`config.mk`:
```
export PLATFORM = sky130hd
export DESIGN_NAME = score_ctrl
export DESIGN_NICKNAME = d
export VERILOG_FILES = /design/src/rtl/score_ctrl.sv
export SDC_FILE = /design/constraint.sdc
export NUM_CORES = 1
export LEC_CHECK = 0
export CAP_MARGIN = 10
export CORE_MARGIN = 2
export CORE_UTILIZATION = 50
export CTS_CLUSTER_DIAMETER = 40
export DETAILED_ROUTE_END_ITERATION = 7
export DONT_BUFFER_PORTS = 1
export HOLD_SLACK_MARGIN = 0.12
export PLACE_DENSITY_LB_ADDON = 0.05
export SLEW_MARGIN = 10
export SYNTH_ARGS = -nofsm -noshare
export SYNTH_HDL_FRONTEND = slang
export SYNTH_SLANG_ARGS = --single-unit
```
`constraint.sdc`:
```
create_clock -name clk -period 4.8 [get_ports clk]
set_clock_uncertainty 0.2 [all_clocks]
set_input_delay 0.72 -clock clk [delete_from_list [all_inputs] [get_ports clk]]
set_output_delay 0.72 -clock clk [all_outputs]
set_load 0.01 [all_outputs]
```
`src/rtl/score_ctrl.sv`:
```
// -----------------------------------------------------------------------------
// score_ctrl
//
// Game-level score controller. Keeps a DIGITS-wide BCD score that advances on
// one-cycle point pulses, runs the IDLE/PLAY/OVER game state machine and drives
// active-low seven-segment codes (gfedcba) for every score digit.
//
// Optional feature macro: SCORE_BEST_EN
//   defined   - a BCD best-score register is built; a game that beats it sets
//               new_best, blinks the OVER display, and IDLE shows the best.
//   undefined - no best register; new_best is tied low and IDLE shows the score.
//
// Parameters:
//   DIGITS        number of BCD score digits (1..4)
//   BLINK_CYCLES  cycles per blink half-period while in OVER
//
// Ports:
//   clk       in   system clock, rising edge
//   reset     in   synchronous reset, active-high
//   start     in   one-cycle pulse, begins a game (IDLE/OVER -> PLAY)
//   point     in   one-cycle pulse, adds 1 to the score in PLAY
//   crash     in   one-cycle pulse, ends the game (PLAY -> OVER)
//   seg       out  7*DIGITS active-low segment codes, digit 0 in seg[6:0]
//   state     out  2'b00 IDLE, 2'b01 PLAY, 2'b10 OVER
//   rollover  out  one-cycle pulse when the score wraps from all-9s to 0
//   new_best  out  high in OVER when the finished game set a new best
// -----------------------------------------------------------------------------
module score_ctrl #(
   parameter int unsigned DIGITS       = 3,
   parameter int unsigned BLINK_CYCLES = 25000000
) (
   input  logic                  clk,
   input  logic                  reset,
   input  logic                  start,
   input  logic                  point,
   input  logic                  crash,
   output logic [7*DIGITS-1:0]   seg,
   output logic [1:0]            state,
   output logic                  rollover,
   output logic                  new_best
);

   localparam int unsigned   CntW   = (BLINK_CYCLES > 1) ? $clog2(BLINK_CYCLES) : 1;
   localparam logic [CntW-1:0] CntMax = CntW'(BLINK_CYCLES - 1);

   typedef enum logic [1:0] {
      StIdle = 2'b00,
      StPlay = 2'b01,
      StOver = 2'b10
   } state_e;

   state_e                r_state;
   logic [4*DIGITS-1:0]   r_score;
   logic                  r_rollover;
   logic [CntW-1:0]       r_blink_cnt;
   logic                  r_blink_vis;

   logic [4*DIGITS-1:0]   w_score_inc;
   logic                  w_carry;
   logic [4*DIGITS-1:0]   w_disp;
   logic                  w_blank;
   logic                  w_new_best;

`ifdef SCORE_BEST_EN
   logic [4*DIGITS-1:0]   r_best;
   logic                  r_new_best;
   logic [4*DIGITS-1:0]   w_final;
`endif

   // Active-low gfedcba code for one BCD digit; non-BCD values show blank.
   function automatic logic [6:0] f_seg(input logic [3:0] digit);
      logic [6:0] code;
      case (digit)
         4'd0:    code = 7'b1000000;
         4'd1:    code = 7'b1111001;
         4'd2:    code = 7'b0100100;
         4'd3:    code = 7'b0110000;
         4'd4:    code = 7'b0011001;
         4'd5:    code = 7'b0010010;
         4'd6:    code = 7'b0000010;
         4'd7:    code = 7'b1111000;
         4'd8:    code = 7'b0000000;
         4'd9:    code = 7'b0010000;
         default: code = 7'b1111111;
      endcase
      return code;
   endfunction

   // Decimal carry chain: a digit advances only while every lower digit is 9.
   // w_carry left set after the last digit means the whole score was all-9s.
   always_comb begin
      w_score_inc = r_score;
      w_carry     = 1'b1;
      for (int i = 0; i < DIGITS; i++) begin
         if (w_carry) begin
            if (r_score[4*i +: 4] == 4'd9) begin
               w_score_inc[4*i +: 4] = 4'd0;
            end else begin
               w_score_inc[4*i +: 4] = r_score[4*i +: 4] + 4'd1;
               w_carry               = 1'b0;
            end
         end
      end
   end

`ifdef SCORE_BEST_EN
   // Score the game ends with, including a point arriving with the crash.
   assign w_final    = point ? w_score_inc : r_score;
   assign w_new_best = r_new_best;
`else
   assign w_new_best = 1'b0;
`endif

   // Game FSM, score, best score and blink timer.
   always_ff @(posedge clk) begin
      if (reset) begin
         r_state     <= StIdle;
         r_score     <= '0;
         r_rollover  <= 1'b0;
         r_blink_cnt <= '0;
         r_blink_vis <= 1'b1;
`ifdef SCORE_BEST_EN
         r_best      <= '0;
         r_new_best  <= 1'b0;
`endif
      end else begin
         r_rollover <= 1'b0;
         case (r_state)
            StIdle: begin
               if (start) begin
                  r_score <= '0;
                  r_state <= StPlay;
               end
            end

            StPlay: begin
               if (point) begin
                  r_score    <= w_score_inc;
                  r_rollover <= w_carry;
               end
               if (crash) begin
                  r_state     <= StOver;
                  r_blink_cnt <= '0;
                  r_blink_vis <= 1'b1;
`ifdef SCORE_BEST_EN
                  // Packed BCD compares numerically as a plain unsigned vector.
                  if (w_final > r_best) begin
                     r_best     <= w_final;
                     r_new_best <= 1'b1;
                  end
`endif
               end
            end

            StOver: begin
               if (start) begin
                  r_score <= '0;
                  r_state <= StPlay;
`ifdef SCORE_BEST_EN
                  r_new_best <= 1'b0;
`endif
               end else if (r_blink_cnt == CntMax) begin
                  r_blink_cnt <= '0;
                  r_blink_vis <= ~r_blink_vis;
               end else begin
                  r_blink_cnt <= r_blink_cnt + 1'b1;
               end
            end

            default: begin
               r_state <= StIdle;
            end
         endcase
      end
   end

   // Display source and blanking depend only on registered state.
   always_comb begin
      w_disp = r_score;
`ifdef SCORE_BEST_EN
      if (r_state == StIdle) begin
         w_disp = r_best;
      end
`endif
      w_blank = (r_state == StOver) && w_new_best && !r_blink_vis;
   end

   always_comb begin
      seg = '1;
      for (int i = 0; i < DIGITS; i++) begin
         seg[7*i +: 7] = w_blank ? 7'b1111111 : f_seg(w_disp[4*i +: 4]);
      end
   end

   assign state    = r_state;
   assign rollover = r_rollover;
   assign new_best = w_new_best;

endmodule

```
==> implementation parameters <==
Parameter                              Value

Status
  Status    completed

Routing
  Final antenna-violating net count    0
  DRC violation count after routing    0
  Number of vias per cell    5.33
  WL/cell    13.2 µm
  Detailed router's first-iteration violation count    61
  First-pass DRT Iterations    4
  Vias after detailed routing    1,343
  WL final    3330 µm

Finish
  Fraction of the core area covered by cells at the end of the flow    55.4%
  Number of nets in the finished design    230
  Fraction of layout cells with a size suffix above 1    10.8%
  Antenna fix cells    0
  Area added between synthesis and finish    6.04%
  Commonest non-fill, non-tap cell in the layout    sky130_fd_sc_hd__dfxtp_1
  Most frequent cells in the layout    36 x sky130_fd_sc_hd__dfxtp_1, 21 x sky130_fd_sc_hd__ha_1, 18 x sky130_fd_sc_hd__inv_1, 13 x sky130_fd_sc_hd__nand2_1, 13 x sky130_fd_sc_hd__nor2_1
  Count of placed standard cells in the final layout, fillers left out    252

Synth
  Post-synthesis async set-or-reset flop share    0%
  Most used flip-flop cell after synthesis    sky130_fd_sc_hd__dfxtp_1
  Synthesized cell area    1930 µm²
  Synthesis warning total    0
  Syn_nets    229
  EDFF count, synth    0
  Top-area cell type share of the netlist area    37.4%
  Number of instances in the synthesized netlist    203
  Cell variety after synth    52
  Cells taking the most area after synthesis    sky130_fd_sc_hd__dfxtp_1 37%, sky130_fd_sc_hd__ha_1 14%, sky130_fd_sc_hd__mux2i_1 4.2%
  Syn Area/Cell    9.50 µm²
  Most area-hungry cell type in the Yosys netlist    sky130_fd_sc_hd__dfxtp_1
  Synth Register Bits    36
  Fraction of the yosys area taken by sequential cells    37.4%

Global routing
  Aggregate global-route resource usage    17.0%
  Via count of the first global-routing pass    1,334
  Pin count of the biggest net entering global routing    12
  Wire length of the first global-routing pass    5690 µm
  GRT overflow    0
  Antenna violations before repair    0

Clock network
  Number of buffers inserted by hold repair at cts    0
  Clock transition at path regs    70 ps
  Clk_lat worst skew    280 ps
  CTS tree    built
  Post-CTS Setup Repair Bufs    0
  Post-cts repair resize count    0
  Num Clock Sinks    36
  H-tree levels    2
  Cell at the root of the clock tree    sky130_fd_sc_hd__clkbuf_8
  Maximum clock insertion buffer count    2
  TritonCTS buffer count    5

STA
  Hold Vio Cnt, Final    0
  Transition at the pin with the smallest max-transition slack    554 ps
  Setup repair after global routing missed its margin    no
  Tmin final    2620 ps
  Period utilisation layout    54.7%
  Setup-failing EPs final    0
  Hold Slack    298 ps
  Final Max Tran Viols    0
  Post-route setup TNS    0 ps
  Max Clock Freq    381 MHz
  Relative slew margins    62.8%

Die
  Area of the core    3690 µm²
  Total Die Area    4370 µm²
  Count of boundary I/O pins    30
  Die span in y    66.1 µm
  Count of standard-cell rows    22
  Initial core utilization    52.3%
  Die Span X    66.1 µm

Placed design
  Routability cong.    0.820
  Placed cells    245
  Detailed-placement wirelength estimate    2530 µm
  Port Buffers    0

Setup path
  Critical Path Sink Type    register
  Critical path peak fanout    8
  CP delay by family, top    compound AO/OA/AOI/OAI gates
  Data required time of the worst path    4800 ps
  Worst stage delay on the critical path    530 ps
  Setup CP Type    register to register
  Critical Path, Cell by Cell    nand2b_1 > o21a_1 > mux2i_1 > and2_1 > inv_1 > ha_1 > a21o_1 > o21ai_0
  Arr. time, crit path    2630 ps
  Number of buffer and inverter stages on the critical path    1
  Slack of the worst reg-to-reg path    2180 ps
  Critical Path Slowest Stage Cell    sky130_fd_sc_hd__dfxtp_1
  Kind of start point of the critical path    register

Pwr
  Total power density per cell area    284 nW/µm²
  Flop pwr share    54.5%
  Share of total power in the clock network    38.6%
  Switch Pwr    0.000130 W
  Logic gate share of total power    6.9%
  Static power due to leakage    0.914 nW
  Highest ir drop seen on vdd    0.189 mV
  P_int    0.000451 W
  Switching Fraction    22.3%

Run
  Number of max-cap violations    0

Hold path
  HP Class    input port to register
-- cell type report --
type,count,area (µm²)
fillers,349,1640
clock buffers,7,96.3
inverters,19,71.3
multi-input cells,142,1100
flip-flops and latches,36,721
well taps,48,60.1
-- power by group through the flow --
stage,clock network (W),logic [W],registers [W]
after floorplan,0,0.0000345,0.000321
after global placement,0,0.0000389,0.000323
after detailed placement,0,0.0000399,0.000323
after CTS,0.000232,0.0000404,0.000316
after global routing,0.000247,0.0000464,0.000317
final,0.000224,0.0000401,0.000316
-- metal layers --
metal / GRT usage (%) / vias up / wire (µm)
li1: - / 702 / -
met1: 21.7 / 615 / 1750
met2: 26.3 / 22 / 1400
met3: 6.47 / 4 / 140
met4: 5.36 / 0 / 36
met5: 0 / - / 0
-- cells in the mapped netlist, drive strengths merged (2+ instances only) --
| cell | number |
|---|---|
| or3 | 2 |
| nand3 | 6 |
| and2 | 4 |
| nor2b | 3 |
| ha | 21 |
| nor2 | 13 |
| nand2b | 4 |
| nand3b | 4 |
| dfxtp | 36 |
| o21a | 5 |
| mux2 | 3 |
| nand2 | 13 |
| buf | 5 |
| a311o | 2 |
| o22ai | 2 |
| o22a | 6 |
| inv | 19 |
| nor3b | 2 |
| mux2i | 8 |
| o21bai | 2 |
| a21oi | 11 |
| o21ai | 13 |
-- worst paths after layout --
kind / from / to / depth (start not counted)
worst max-delay path: state[0]$_SDFFE_PP0P_ / seg[10]$_DFF_P_ / 8
worst min-delay path: reset / state[0]$_SDFFE_PP0P_ / 1
worst max register to register: state[0]$_SDFFE_PP0P_ / seg[10]$_DFF_P_ / 8
worst min register to register: r_score[11]$_SDFFE_PP0N_ / rollover$_SDFF_PP0_ / 2
-- metrics by stage --
step                      total power [W]  cell area (µm²)  worst slack [ps]
after floorplan                  0.000356             1930              2240
after global placement           0.000362             1950              2080
after detailed placement         0.000363             1950              2100
after CTS                        0.000588             2040              2160
after global routing             0.000610             2040              1920
final                            0.000580             2040              2180
-- worst register-to-register path: stages, from the launching register on --
cell	delay (ps)
sky130_fd_sc_hd__dfxtp_1	530
sky130_fd_sc_hd__nand2b_1	240
sky130_fd_sc_hd__o21a_1	280
sky130_fd_sc_hd__mux2i_1	380
sky130_fd_sc_hd__and2_1	230
sky130_fd_sc_hd__inv_1	90
sky130_fd_sc_hd__ha_1	300
sky130_fd_sc_hd__a21o_1	160
sky130_fd_sc_hd__o21ai_0	150
-- state kept, by name, summed over array words and instances (netlist names) --
register and cells:
state 2, r_score 12, rollover 1, seg 21
-- logic make-up after synthesis --
logic type	synth area share (%)
muxes	5.91
AOI/OAI and AO/OA	19.2
other	0.194
xor gates and xnor gates	0.454
DFF	37.4
buffers and inverters	5.77
adders and majority gates	13.6
and+or+nand+nor	17.5
Note: power is estimated with default switching activity, not from simulation.
==> RTL change (same flow settings) <==
Make the reset (`reset`) asynchronous in one clocked block. Comments in the files are not updated.
--- a/src/rtl/score_ctrl.sv
+++ b/src/rtl/score_ctrl.sv
@@ -113,5 +113,5 @@
 
    // Game FSM, score, best score and blink timer.
-   always_ff @(posedge clk) begin
+   always_ff @(posedge clk or posedge reset) begin
       if (reset) begin
          r_state     <= StIdle;
Check against the original RTL: differs if reset is asserted again (counterexample within 4 cycles, from zero or initial values and one cycle with reset high); with reset held inactive, the same outputs for 10 cycles.
==> RTL change against the unedited design <==
Total power rose by 23%; cell area fell by 33%; count of clock-buffer cells in the layout fell by 3; first-iteration DRC count fell by 11%; setup slack got worse by 0.037 ns; register-to-register slack improved by 0.65 ns; clock power fell by 68%; sequential power fell by 25%; routed wire length fell by 17%; sequential cell count fell by 21; synthesized area fell by 30%; critical path type is now reg2out; critical endpoint is now seg[7]; largest cell class unchanged.
==> RTL change: results (changes against the unedited design) <==
The tools report the number of buffers added for setup after CTS as 0 (unchanged). The number of cells upsized or downsized after cts was 0 (unchanged). Number of DRC markers after the initial detailed-route iteration: 54 (-11%). The number of antenna violations at the first check in global routing was 0 (unchanged). The logs give 0 (unchanged) for the antenna cell count and 19.2% (+2.2 points) for the global routing usage summed across all routing layers. For the sum of routed wire length over all layers, the log shows 2770 µm (-17%). Met3 demand-to-capacity share in global routing: 5.35% (-1.1 points). The transition time at the pin with the least slew margin is 0.588 ns (+0.0344 ns), and the sum of negative setup slack is 0 ns (unchanged).

The run finished with clean final reports. Among cell families on the critical path, the largest total delay comes from flip-flops. The number of vias per cell after detailed routing is 5.79 (+8.6%). The post-synthesis cell count came out at 180 (-11%). The logs give 1069 (-20%) for the via count of the first global-routing pass and 4930 µm (-13%) for the first-pass GRT wire length. Counting instances in the post-synthesis netlist gives the leading cell types as nand2_1, o21ai_0, nor2_1.

The peak ir drop on the vdd network was 389 µV (+110%); the met2 usage was 31.3% (+5.0 points). The tools report the H-tree depth as 1 (-1). For the post-synthesis sequential area ratio, the log shows 27.8% (-9.5 points). The logs give 0.29 ns for the clock latency reported for the late side of the worst-skew pair and 25.8% (+4.2 points) for the met1 track demand over resource.

The fraction of layout instances using a drive strength above 1 is 4.00% (-6.8 points). The routed via count came out at 1187 (-12%). The clock-pin slew of the registers on the worst-case setup and hold paths is 0.09 ns (+0.02 ns). The slowest stage cell on the critical path was dfrtp_1. The critical path's largest stage delay is 0.46 ns (-0.07 ns), and the share of synthesized flip-flops with an asynchronous set or reset is 100% (+100 points).

The tools report the HPWL after detailed placement as 2130 µm (-16%). For the leakage power, the log shows 0.607 nW (-34%). For the placement-stage cell area, the log shows 0.00134 mm² (-31%). Total instance count after detailed placement: 201 (-18%). The number of iterations in the first detailed-routing pass is 4 (unchanged), and the number of buffers on the longest clock path is 2 (unchanged). The worst setup slack before clock tree synthesis is 2.47 ns (+0.369 ns).

Ranked by flip-flop count, first place goes to r_score. In this run the worst hold path is classified as in2async. Number of different library cells in the post-synthesis netlist: 35 (-33%).

The number of input and output port buffers inserted came out at 0 (unchanged). The warning count from the yosys run was 0 (unchanged); the biggest fanout along the worst timing path was 7 (-1). The tools report the number of fill cells in the layout as 266 (-24%). The pin count of the biggest net entering global routing is 17 (+5), and the number of flip-flops under the largest register name is 12 (-43%). The tools report the last weighted congestion value of the routability-driven placer as 0.967 (+18%).

For the flip-flop and latch area, the log shows 375 µm² (-48%). The tools report the data arrival time of the critical path as 1.74 ns (-0.89 ns). The run gives 0 (unchanged) as the total of endpoints with negative setup slack in the final report. The tools report the clock buffer count from CTS as 3 (-2). By area the synthesized netlist is led by dfrtp_1, ha_1, o21ai_0, nand2_1, nor2_1. For the net count after synthesis, the log shows 200 (-13%).

The cell sitting at the root of the clock tree is a clkbuf_4.
-- RTL change: cell types whose count changed after synthesis, moves of 4 or more --
cell	unedited run	this run
clkbuf_1	1	5
mux2i_1	8	1
o21ai_1	4	0
o21ai_0	8	23
o21a_1	5	0
ha_1	21	15
o22a_1	6	1
inv_1	18	14
dfxtp_1	36	0
dfrtp_1	0	15
nand2_1	13	28
and2_1	4	0
-- RTL change: path summary, 6_finish.rpt --
check	startpoint	end	slack [ns]	cells after the start
min reg2reg	r_score[4]	r_score[4]	0.40	2
max	r_score[5]	seg[7]	2.14	5
min in group clk	start	r_score[0]	0.32	1
max reg2reg	r_score[1]	r_score[11]	2.83	6
min	reset	r_score[6]	0.17	1
max in group asynchronous	reset	r_score[11]	3.84	1
-- RTL change: report_power, final --
group	leakage, nW	switching, mW	internal (mW)
Combinational	0.392	0.261	0.144
Sequential	0.200	0.0789	0.158
Clock	0.0150	0.0395	0.0323
Total	0.607	0.379	0.334
-- RTL change: layer usage --
| layer | vias to the layer above | wire length [µm] |
|---|---|---|
| li1 | 608 | - |
| met1 | 554 | 1330 |
| met2 | 23 | 1320 |
| met3 | 2 | 103 |
| met4 | 0 | 14 |
| met5 | - | 0 |
-- RTL change: logic make-up (layout without fill, tap and decap cells) --
group	after synthesis	after routing	share of synthesized area [%]
and+or+nand+nor	70	70	24.4
AOI/OAI and AO/OA	53	53	24.1
buffers and inverters	23	18	7.42
adders and majority gates	15	15	13.9
DFF	15	15	27.8
xor gates and xnor gates	2	2	1.30
other	1	1	0.278
muxes	1	1	0.742
-- RTL change: cell type report --
| type | instances | area share, % |
|---|---|---|
| well taps | 30 | 2.75 |
| clock buffers | 4 | 1.92 |
| multi-input cells | 142 | 64.0 |
| flip-flops and latches | 15 | 27.5 |
| inverters | 14 | 3.85 |
